## src/rtl/img_copy_seq.sv

```systemverilog
// img_copy_seq: per-pixel read/optional-invert/write sequencer driving an AHB master command port
module img_copy_seq #(
  parameter int TIMEOUT = 255
) (
  input  logic        clk,
  input  logic        rst,
  input  logic        start,
  input  logic        op,
  input  logic [11:0] image_width,
  input  logic [11:0] image_height,
  input  logic        data_feedback,
  input  logic [31:0] rdata,
  input  logic        error,
  output logic [1:0]  mode,
  output logic [19:0] pixNum,
  output logic        startAddr_sel,
  output logic [31:0] wdata,
  output logic        busy,
  output logic        done,
  output logic        err_flag
);
  localparam logic [2:0] S_IDLE = 3'd0;
  localparam logic [2:0] S_RDR  = 3'd1;
  localparam logic [2:0] S_RDC  = 3'd2;
  localparam logic [2:0] S_WRR  = 3'd3;
  localparam logic [2:0] S_WRF  = 3'd4;
  localparam logic [2:0] S_DONE = 3'd5;
  localparam logic [2:0] S_FAIL = 3'd6;
  localparam logic [7:0] TMO    = TIMEOUT[7:0];
  localparam logic [23:0] MAX_PIX = 24'd1048576;

  logic [2:0]  state_q, state_d;
  logic [7:0]  tmo_q, tmo_d;
  logic [19:0] pix_q, pix_d;
  logic [31:0] wdata_q, wdata_d;
  logic [23:0] total_q, total_d, total_in;
  logic        op_q, op_d, err_q, err_d;
  logic        req, last;

  assign total_in = image_width * image_height;
  assign req      = (state_q == S_RDR) || (state_q == S_WRR);
  assign last     = {4'd0, pix_q} == total_q - 24'd1;

  // Moore outputs decoded from the state register plus held data registers
  assign mode          = state_q == S_RDR ? 2'b01 : state_q == S_WRR ? 2'b10 : 2'b00;
  assign startAddr_sel = (state_q == S_WRR) || (state_q == S_WRF);
  assign busy          = req || (state_q == S_RDC) || (state_q == S_WRF);
  assign done          = (state_q == S_DONE) || (state_q == S_FAIL);
  assign pixNum        = pix_q;
  assign wdata         = wdata_q;
  assign err_flag      = err_q;

  // next-state logic; error beats data_feedback, timeout only when no strobe is present
  always_comb begin
    state_d = state_q;
    pix_d   = pix_q;
    wdata_d = wdata_q;
    total_d = total_q;
    op_d    = op_q;
    err_d   = err_q;
    case (state_q)
      S_IDLE: if (start) begin
        op_d    = op;
        total_d = total_in;
        err_d   = 1'b0;
        pix_d   = '0;
        state_d = total_in == '0 ? S_DONE : total_in > MAX_PIX ? S_FAIL : S_RDR;
      end
      S_RDR:  state_d = error ? S_FAIL : data_feedback ? S_RDC : tmo_q == TMO ? S_FAIL : S_RDR;
      S_RDC: begin
        wdata_d = op_q ? ~rdata : rdata;
        state_d = S_WRR;
      end
      S_WRR:  state_d = error ? S_FAIL : data_feedback ? S_WRF : tmo_q == TMO ? S_FAIL : S_WRR;
      S_WRF: begin
        state_d = last ? S_DONE : S_RDR;
        pix_d   = last ? pix_q : pix_q + 20'd1;
      end
      default: state_d = S_IDLE;
    endcase
    if (state_d == S_FAIL) err_d = 1'b1;
    tmo_d = (req && state_d == state_q) ? tmo_q + 8'd1 : 8'd0;
  end

  // state and datapath registers with synchronous reset
  always_ff @(posedge clk) begin
    if (rst) begin
      state_q <= S_IDLE;
      tmo_q   <= '0;
      pix_q   <= '0;
      wdata_q <= '0;
      total_q <= '0;
      op_q    <= 1'b0;
      err_q   <= 1'b0;
    end else begin
      state_q <= state_d;
      tmo_q   <= tmo_d;
      pix_q   <= pix_d;
      wdata_q <= wdata_d;
      total_q <= total_d;
      op_q    <= op_d;
      err_q   <= err_d;
    end
  end
endmodule

```

## config.mk

```make
export PLATFORM = sky130hd
export DESIGN_NAME = img_copy_seq
export DESIGN_NICKNAME = d
export VERILOG_FILES = /design/src/rtl/img_copy_seq.sv
export SDC_FILE = /design/constraint.sdc
export NUM_CORES = 1
export LEC_CHECK = 0
export CAP_MARGIN = 20
export CORE_MARGIN = 1.5
export CORE_UTILIZATION = 55
export CTS_CLUSTER_SIZE = 30
export DETAILED_ROUTE_END_ITERATION = 12
export PLACE_DENSITY = 0.76
export SLEW_MARGIN = 20
export SYNTH_ARGS = -nofsm -noshare
export SYNTH_HDL_FRONTEND = slang
export SYNTH_SLANG_ARGS = --single-unit
export TNS_END_PERCENT = 1
```

## constraint.sdc

```tcl
create_clock -name clk -period 8.2 [get_ports clk]
set_input_delay 1.64 -clock clk [delete_from_list [all_inputs] [get_ports clk]]
set_output_delay 1.64 -clock clk [all_outputs]
set_load 0.02 [all_outputs]
```

==> metrics.txt, run 1 <==
dpl cell area=approximately 11,000 µm²; Place WS=approximately 0.22 ns; post-synth top area cell=fa_1; final hold slack=around 0.47 ns; Via density=approximately 5.5; relative slew slack=31.1%; Routed WL per cell=about 15 µm; drt pass-1 iters=7; NetSw=between 1.5 and 2 mW; RSZ-0062 raised after global routing=false; Post-CTS Setup Bufs=0; Site Rows=48; Sw Ratio=50.6%; Worst path top cell family by delay=adder cells; first-pass GRT wire length=between 30 and 40 mm; # resized after CTS=0; ANT nets after route=0; setup TNS=0 ns; worst hold path class=flop to flop; antenna fix cells=0; synthesis-to-layout area growth=17.0%; Post-synth EDFFs=0; Cell Pwr Density=approximately 340 nW/µm²; Critical Path RT=between 8 and 9 ns; Final Max Slew Viols=0; total core area=roughly 17,000 µm²; initial antenna violation count=0; Seq pwr share=between 10% and 20%; maximum vdd drop=226 µV; Final Skew=0.00903 ns; worst slew pin tran=between 1 and 1.5 ns; Die Wd=between 100 and 150 µm; synth unique cells=68; Starting Density=a little under three fifths; post-synthesis cell count=1,172; Tcrit/Tclk final=~93%; H-tree depth=3; Synth async-reset ratio=0%; Ys Warns=0; critical-path maximum fanout=12; startpoint types=input pin; hold_buf cts=0; max incr delay on CP=0.63 ns; Worst-path clk slew=roughly 0.070 ns; Mean Syn Cell Area=slightly above 8 µm²; non-filler instance count after layout=~1,500; Total GRT Usage=roughly a quarter; pin count of the biggest net entering global routing=76; die area=around 18,000 µm²; Design Area, Final=roughly 11,000 µm²; Detailed Route WL=about 22 mm; min cycle time layout=roughly 7.7 ns; CP max stage cell=clkdlybuf4s50_1; final hold vios=0; Longest Clk Path Bufs=2; number of max-cap violations=0; most numerous cell on the critical path=fa_1; Cells after DPL=1,467; synthesized area=9630 µm²; total grt overflow=0; clk sinks=89; Residual DRC=0; fmax=approximately 0.13 GHz; layout cell share with drive strength beyond 1=4.22%; Crit Path Category=input pin to flop; CP endpoint kind=flop; root cell of the clock tree=clkbuf_16; outcome=completed; io pins=120; detailed placement HPWL=approximately 17 mm; vias in the first global route=just over 8,000; top-area cell type share of the netlist area=approximately 21%; post-synth net total=1,399; top cells by area, synth=fa_1 (21%), dfxtp_1 (18%), ha_1 (8.4%); register area share after synthesis=between 10% and 20%; CP Data Arrival Time=7.86 ns; clk_lat worst skew=between 0.3 and 0.4 ns; P_int=1.91 mW; Final nets=1,480; setup ws final=~0.54 ns; port bufs=~120; CTS tree=yes; most frequent cell after synthesis=nand2_1; Cell Chain, Critical Path=clkdlybuf4s50_1 > and2_1 > fa_1 > inv_1 > fa_1 > inv_1 > fa_1 > fa_1 > inv_1 > fa_1 > inv_1 > ha_1 > a21oi_1 > o21ai_0 > a311o_1 > o311ai_0 > o211ai_1 > or3_1 > nor2_1 > a211o_1 > a31oi_1; fillers=1,501; Num CTS Buffers=9; final setup violation count=0; static leakage=about 5 nW; routability-driven placement congestion ratio=between 0.8 and 0.9; via count of the routed design=8,202; Clk pwr share=between 10% and 20%; combinational power share=a little over 70%; crit path buf inv count=5; synthesis-stage register bit count=89; die height=around 140 µm; Main synth FF type=dfxtp_1; Synth top cells by count=nand2_1 (164), inv_1 (143), fa_1 (100), dfxtp_1 (89), nor2_1 (86); Iter 0 DRT Violations=around 510
sequential cells by signal (all words and copies together) (netlist names):
register / count
total_q: 24
op_q: 1
pixNum: 20
state_q: 3
err_flag: 1
wdata: 32
tmo_q: 8
per-stage QoR:
step                util (%)  total power [mW]
global route            65.6              4.30
global placement        63.9              3.43
CTS                     65.6              3.87
finish                  65.6              3.87
floorplan                  -              2.76
detailed placement      63.9              3.45
power by group through the flow:
| stage | registers, mW | logic, mW | clock network [mW] |
|---|---|---|---|
| final | 0.656 | 2.81 | 0.401 |
| after global placement | 0.659 | 2.77 | 0 |
| after global routing | 0.675 | 3.19 | 0.427 |
| after floorplan | 0.691 | 2.07 | 0 |
| after detailed placement | 0.664 | 2.79 | 0 |
| after CTS | 0.656 | 2.81 | 0.407 |
layout make-up:
class / instances / area, µm² / share of cell area, %
multi-input cells: 876 / 7080 / 62.9
flip-flops and latches: 89 / 1780 / 15.8
repair buffers: 134 / 1300 / 11.5
inverters: 143 / 537 / 4.76
well taps: 225 / 282 / 2.50
clock buffers: 9 / 225 / 2.00
clock inverters: 6 / 57.6 / 0.511
cell usage in the layout (no fill, tap or decap), types with 4 or more instances in the layout:
cell type	instances
xor2_1	19
dfxtp_1	88
o21a_1	4
fa_1	100
nor4_1	8
o31a_1	4
ha_1	65
nor2_1	86
nor3_1	21
clkdlybuf4s50_1	118
nand3_1	17
a31oi_1	8
inv_6	4
or3_1	15
and2_1	64
nand4_1	8
a21oi_1	44
inv_1	143
o31ai_1	4
xnor2_1	62
clkbuf_16	9
o211ai_1	6
and3_1	11
a211oi_1	39
buf_4	15
a21o_1	5
mux2i_1	12
nand2b_1	10
o21ai_0	28
nand2_1	164
per-layer routing:
layer	part of all wire [%]	track usage [%]
met4	0.73	4.36
met1	45	34.7
met3	5.4	4.53
met5	0	0
met2	49	43.7
cell families (layout without fill, tap and decap cells):
family | Yosys count | in the layout | synth area share (%)
simple gates | 442 | 442 | 22.9
buf+inv | 207 | 292 | 8.08
fa+ha+maj | 165 | 165 | 29.2
xor+xnor | 81 | 81 | 7.37
mux | 14 | 14 | 1.48
compound gates | 174 | 174 | 12.5
flops | 89 | 89 | 18.5
path summary, 6_finish.rpt:
| kind | from | endpoint | slack (ns) | depth (start not counted) |
|---|---|---|---|---|
| max | image_height[8] | state_q[2] | 0.54 | 21 |
| min | tmo_q[0] | tmo_q[0] | 0.47 | 1 |
| max reg2reg | total_q[0] | pixNum[8] | 4.34 | 11 |
| min reg2reg | tmo_q[0] | tmo_q[0] | 0.47 | 1 |
Note: power is estimated with default switching activity, not from simulation.
==> run 2, diff against run 1 <==
--- a/config.mk
+++ b/config.mk
@@ -8,6 +8,7 @@
 export CAP_MARGIN = 20
 export CORE_MARGIN = 1.5
 export CORE_UTILIZATION = 55
+export CTS_CLUSTER_DIAMETER = 120
 export CTS_CLUSTER_SIZE = 30
 export DETAILED_ROUTE_END_ITERATION = 12
 export PLACE_DENSITY = 0.76
==> results of run 2 <==
Same layout as run 1: the final DEF is identical, and so are final timing and power.
==> run 3, diff against run 2 <==
--- a/config.mk
+++ b/config.mk
@@ -11,6 +11,7 @@
 export CTS_CLUSTER_DIAMETER = 120
 export CTS_CLUSTER_SIZE = 30
 export DETAILED_ROUTE_END_ITERATION = 12
+export GPL_TIMING_DRIVEN = 0
 export PLACE_DENSITY = 0.76
 export SLEW_MARGIN = 20
 export SYNTH_ARGS = -nofsm -noshare
==> metrics.txt, run 3 (synthesized netlist as in run 1, its figures left out) <==
root cell of the clock tree=clkbuf_16; port bufs=119; Num CTS Buffers=9; Critical Path RT=roughly 8.4 ns; Sw Ratio=roughly half; clk_lat worst skew=0.34 ns; die height=about 140 µm; Tcrit/Tclk final=95.6%; layout cell share with drive strength beyond 1=under 10%; NetSw=2.00 mW; final hold vios=0; final setup violation count=0; Residual DRC=0; Cell Pwr Density=between 300 and 400 nW/µm²; outcome=completed; Seq pwr share=between 10% and 20%; Site Rows=48; P_int=2.04 mW; Design Area, Final=between 10,000 and 15,000 µm²; Worst path top cell family by delay=adder cells; static leakage=just over 5 nW; H-tree depth=3; detailed placement HPWL=between 15 and 20 mm; Iter 0 DRT Violations=between 500 and 600; ANT nets after route=0; via count of the routed design=~8,500; synthesis-to-layout area growth=19.8%; number of max-cap violations=0; vias in the first global route=about 8,400; worst hold path class=flop to flop; critical-path maximum fanout=10; die area=~18,000 µm²; total grt overflow=0; CP Data Arrival Time=~8 ns; Cell Chain, Critical Path=clkdlybuf4s50_1 > clkbuf_2 > nand2_1 > fa_1 > fa_1 > inv_1 > fa_1 > fa_1 > inv_1 > fa_1 > inv_1 > ha_1 > a21oi_1 > o21ai_0 > a311o_1 > o311ai_1 > o211ai_1 > or3_1 > nor2_1 > a211o_1 > a31oi_1; fillers=roughly 1,500; Detailed Route WL=approximately 23 mm; RSZ-0062 raised after global routing=false; max incr delay on CP=around 0.55 ns; final hold slack=between 0.4 and 0.5 ns; max FFs per register=32; min cycle time layout=around 7.8 ns; combinational power share=between 70% and 80%; initial antenna violation count=1; Final nets=roughly 1,500; Final Max Slew Viols=0; routability-driven placement congestion ratio=roughly 0.87; Crit Path Category=input pin to flop; CP endpoint kind=flop; non-filler instance count after layout=between 1,500 and 2,000; Register Area=roughly 1800 µm²; Longest Clk Path Bufs=2; utilization after layout=67.2%; most numerous cell on the critical path=fa_1; pin count of the biggest net entering global routing=16; io pins=120; Starting Density=a little under three fifths; Final Skew=0.00467 ns; most frequent cells in the layout=nand2_1 (164), inv_1 (143), clkdlybuf4s50_1 (119); total core area=around 17,000 µm²; clk sinks=89; Cells after DPL=around 1,500; Die Wd=135 µm; most common cell after layout, fill and taps aside=nand2_1; multi-input logic area=a little over 7000 µm²; startpoint types=input pin; first-pass GRT wire length=39.2 mm; Clk pwr share=between 10% and 20%; maximum vdd drop=between 200 and 250 µV; worst slew pin tran=roughly 0.8 ns; hold_buf cts=0; Worst-path clk slew=~0.06 ns; Routed WL per cell=around 15 µm; Total GRT Usage=a little over a quarter; CP max stage cell=fa_1; CTS tree=yes; Via density=between 5 and 6; fmax=0.127 GHz; crit path buf inv count=5; drt pass-1 iters=5; dpl cell area=around 11,000 µm²; relative slew slack=46.1%
## run 3: metal layers
metal	global-route usage [%]	wire, µm	vias to the layer above
li1	-	-	4122
met1	35.2	10200	4116
met2	44.0	10800	230
met3	4.68	1440	29
met4	5.97	272	0
met5	0	0	-
## run 3: final cells by class
cell class	instances	share of cell area, %
diodes	1	0.0217
repair buffers	120	10.4
plain buffers	64	2.32
well taps	225	2.44
flip-flops and latches	89	15.4
clock inverters	6	1.19
clock buffers	10	1.98
inverters	143	4.65
multi-input cells	876	61.6
## run 3: final timing paths
check,start,to,slack [ns],cells past startpoint
worst max-delay path,image_width[0],state_q[2],0.36,21
worst min register to register,tmo_q[0],tmo_q[0],0.47,1
worst max register to register,total_q[0],pixNum[8],4.26,11
worst min-delay path,tmo_q[0],tmo_q[0],0.47,1
## run 3: what timing repair did
action,4_1_cts,5_1_grt
endpoints found under the setup margin,3,4
pin swaps,0,1
resized for setup,2,46
buffers inserted,0,1
## run 3: power groups by stage
stage	sequential, mW	combinational (mW)	clock (mW)
floorplan	0.691	2.07	0
global placement	0.627	2.78	0
detailed placement	0.629	2.83	0
CTS	0.622	2.86	0.512
global route	0.636	3.32	0.528
finish	0.623	2.92	0.505
## run 3: worst reg2reg max path, stage by stage (launching register included)
cell and delay, ns:
dfxtp_1 0.37, inv_1 0.08, ha_1 0.27, nor4b_2 0.56
nand3_1 0.39, or3_1 0.50, a2111oi_4 0.40, nand4_2 0.20
nor4_4 0.51, nor2_1 0.22, nand4_1 0.19, mux2i_1 0.18
## run 3: stage by stage
| step | setup TNS [ns] | power (mW) | setup WS [ns] |
|---|---|---|---|
| global placement | -1.53 | 3.41 | -0.465 |
| floorplan | 0 | 2.76 | 0.972 |
| finish | 0 | 4.05 | 0.357 |
| CTS | 0 | 3.99 | 0.0690 |
| global route | 0 | 4.48 | 0.0386 |
| detailed placement | -1.87 | 3.46 | -0.530 |
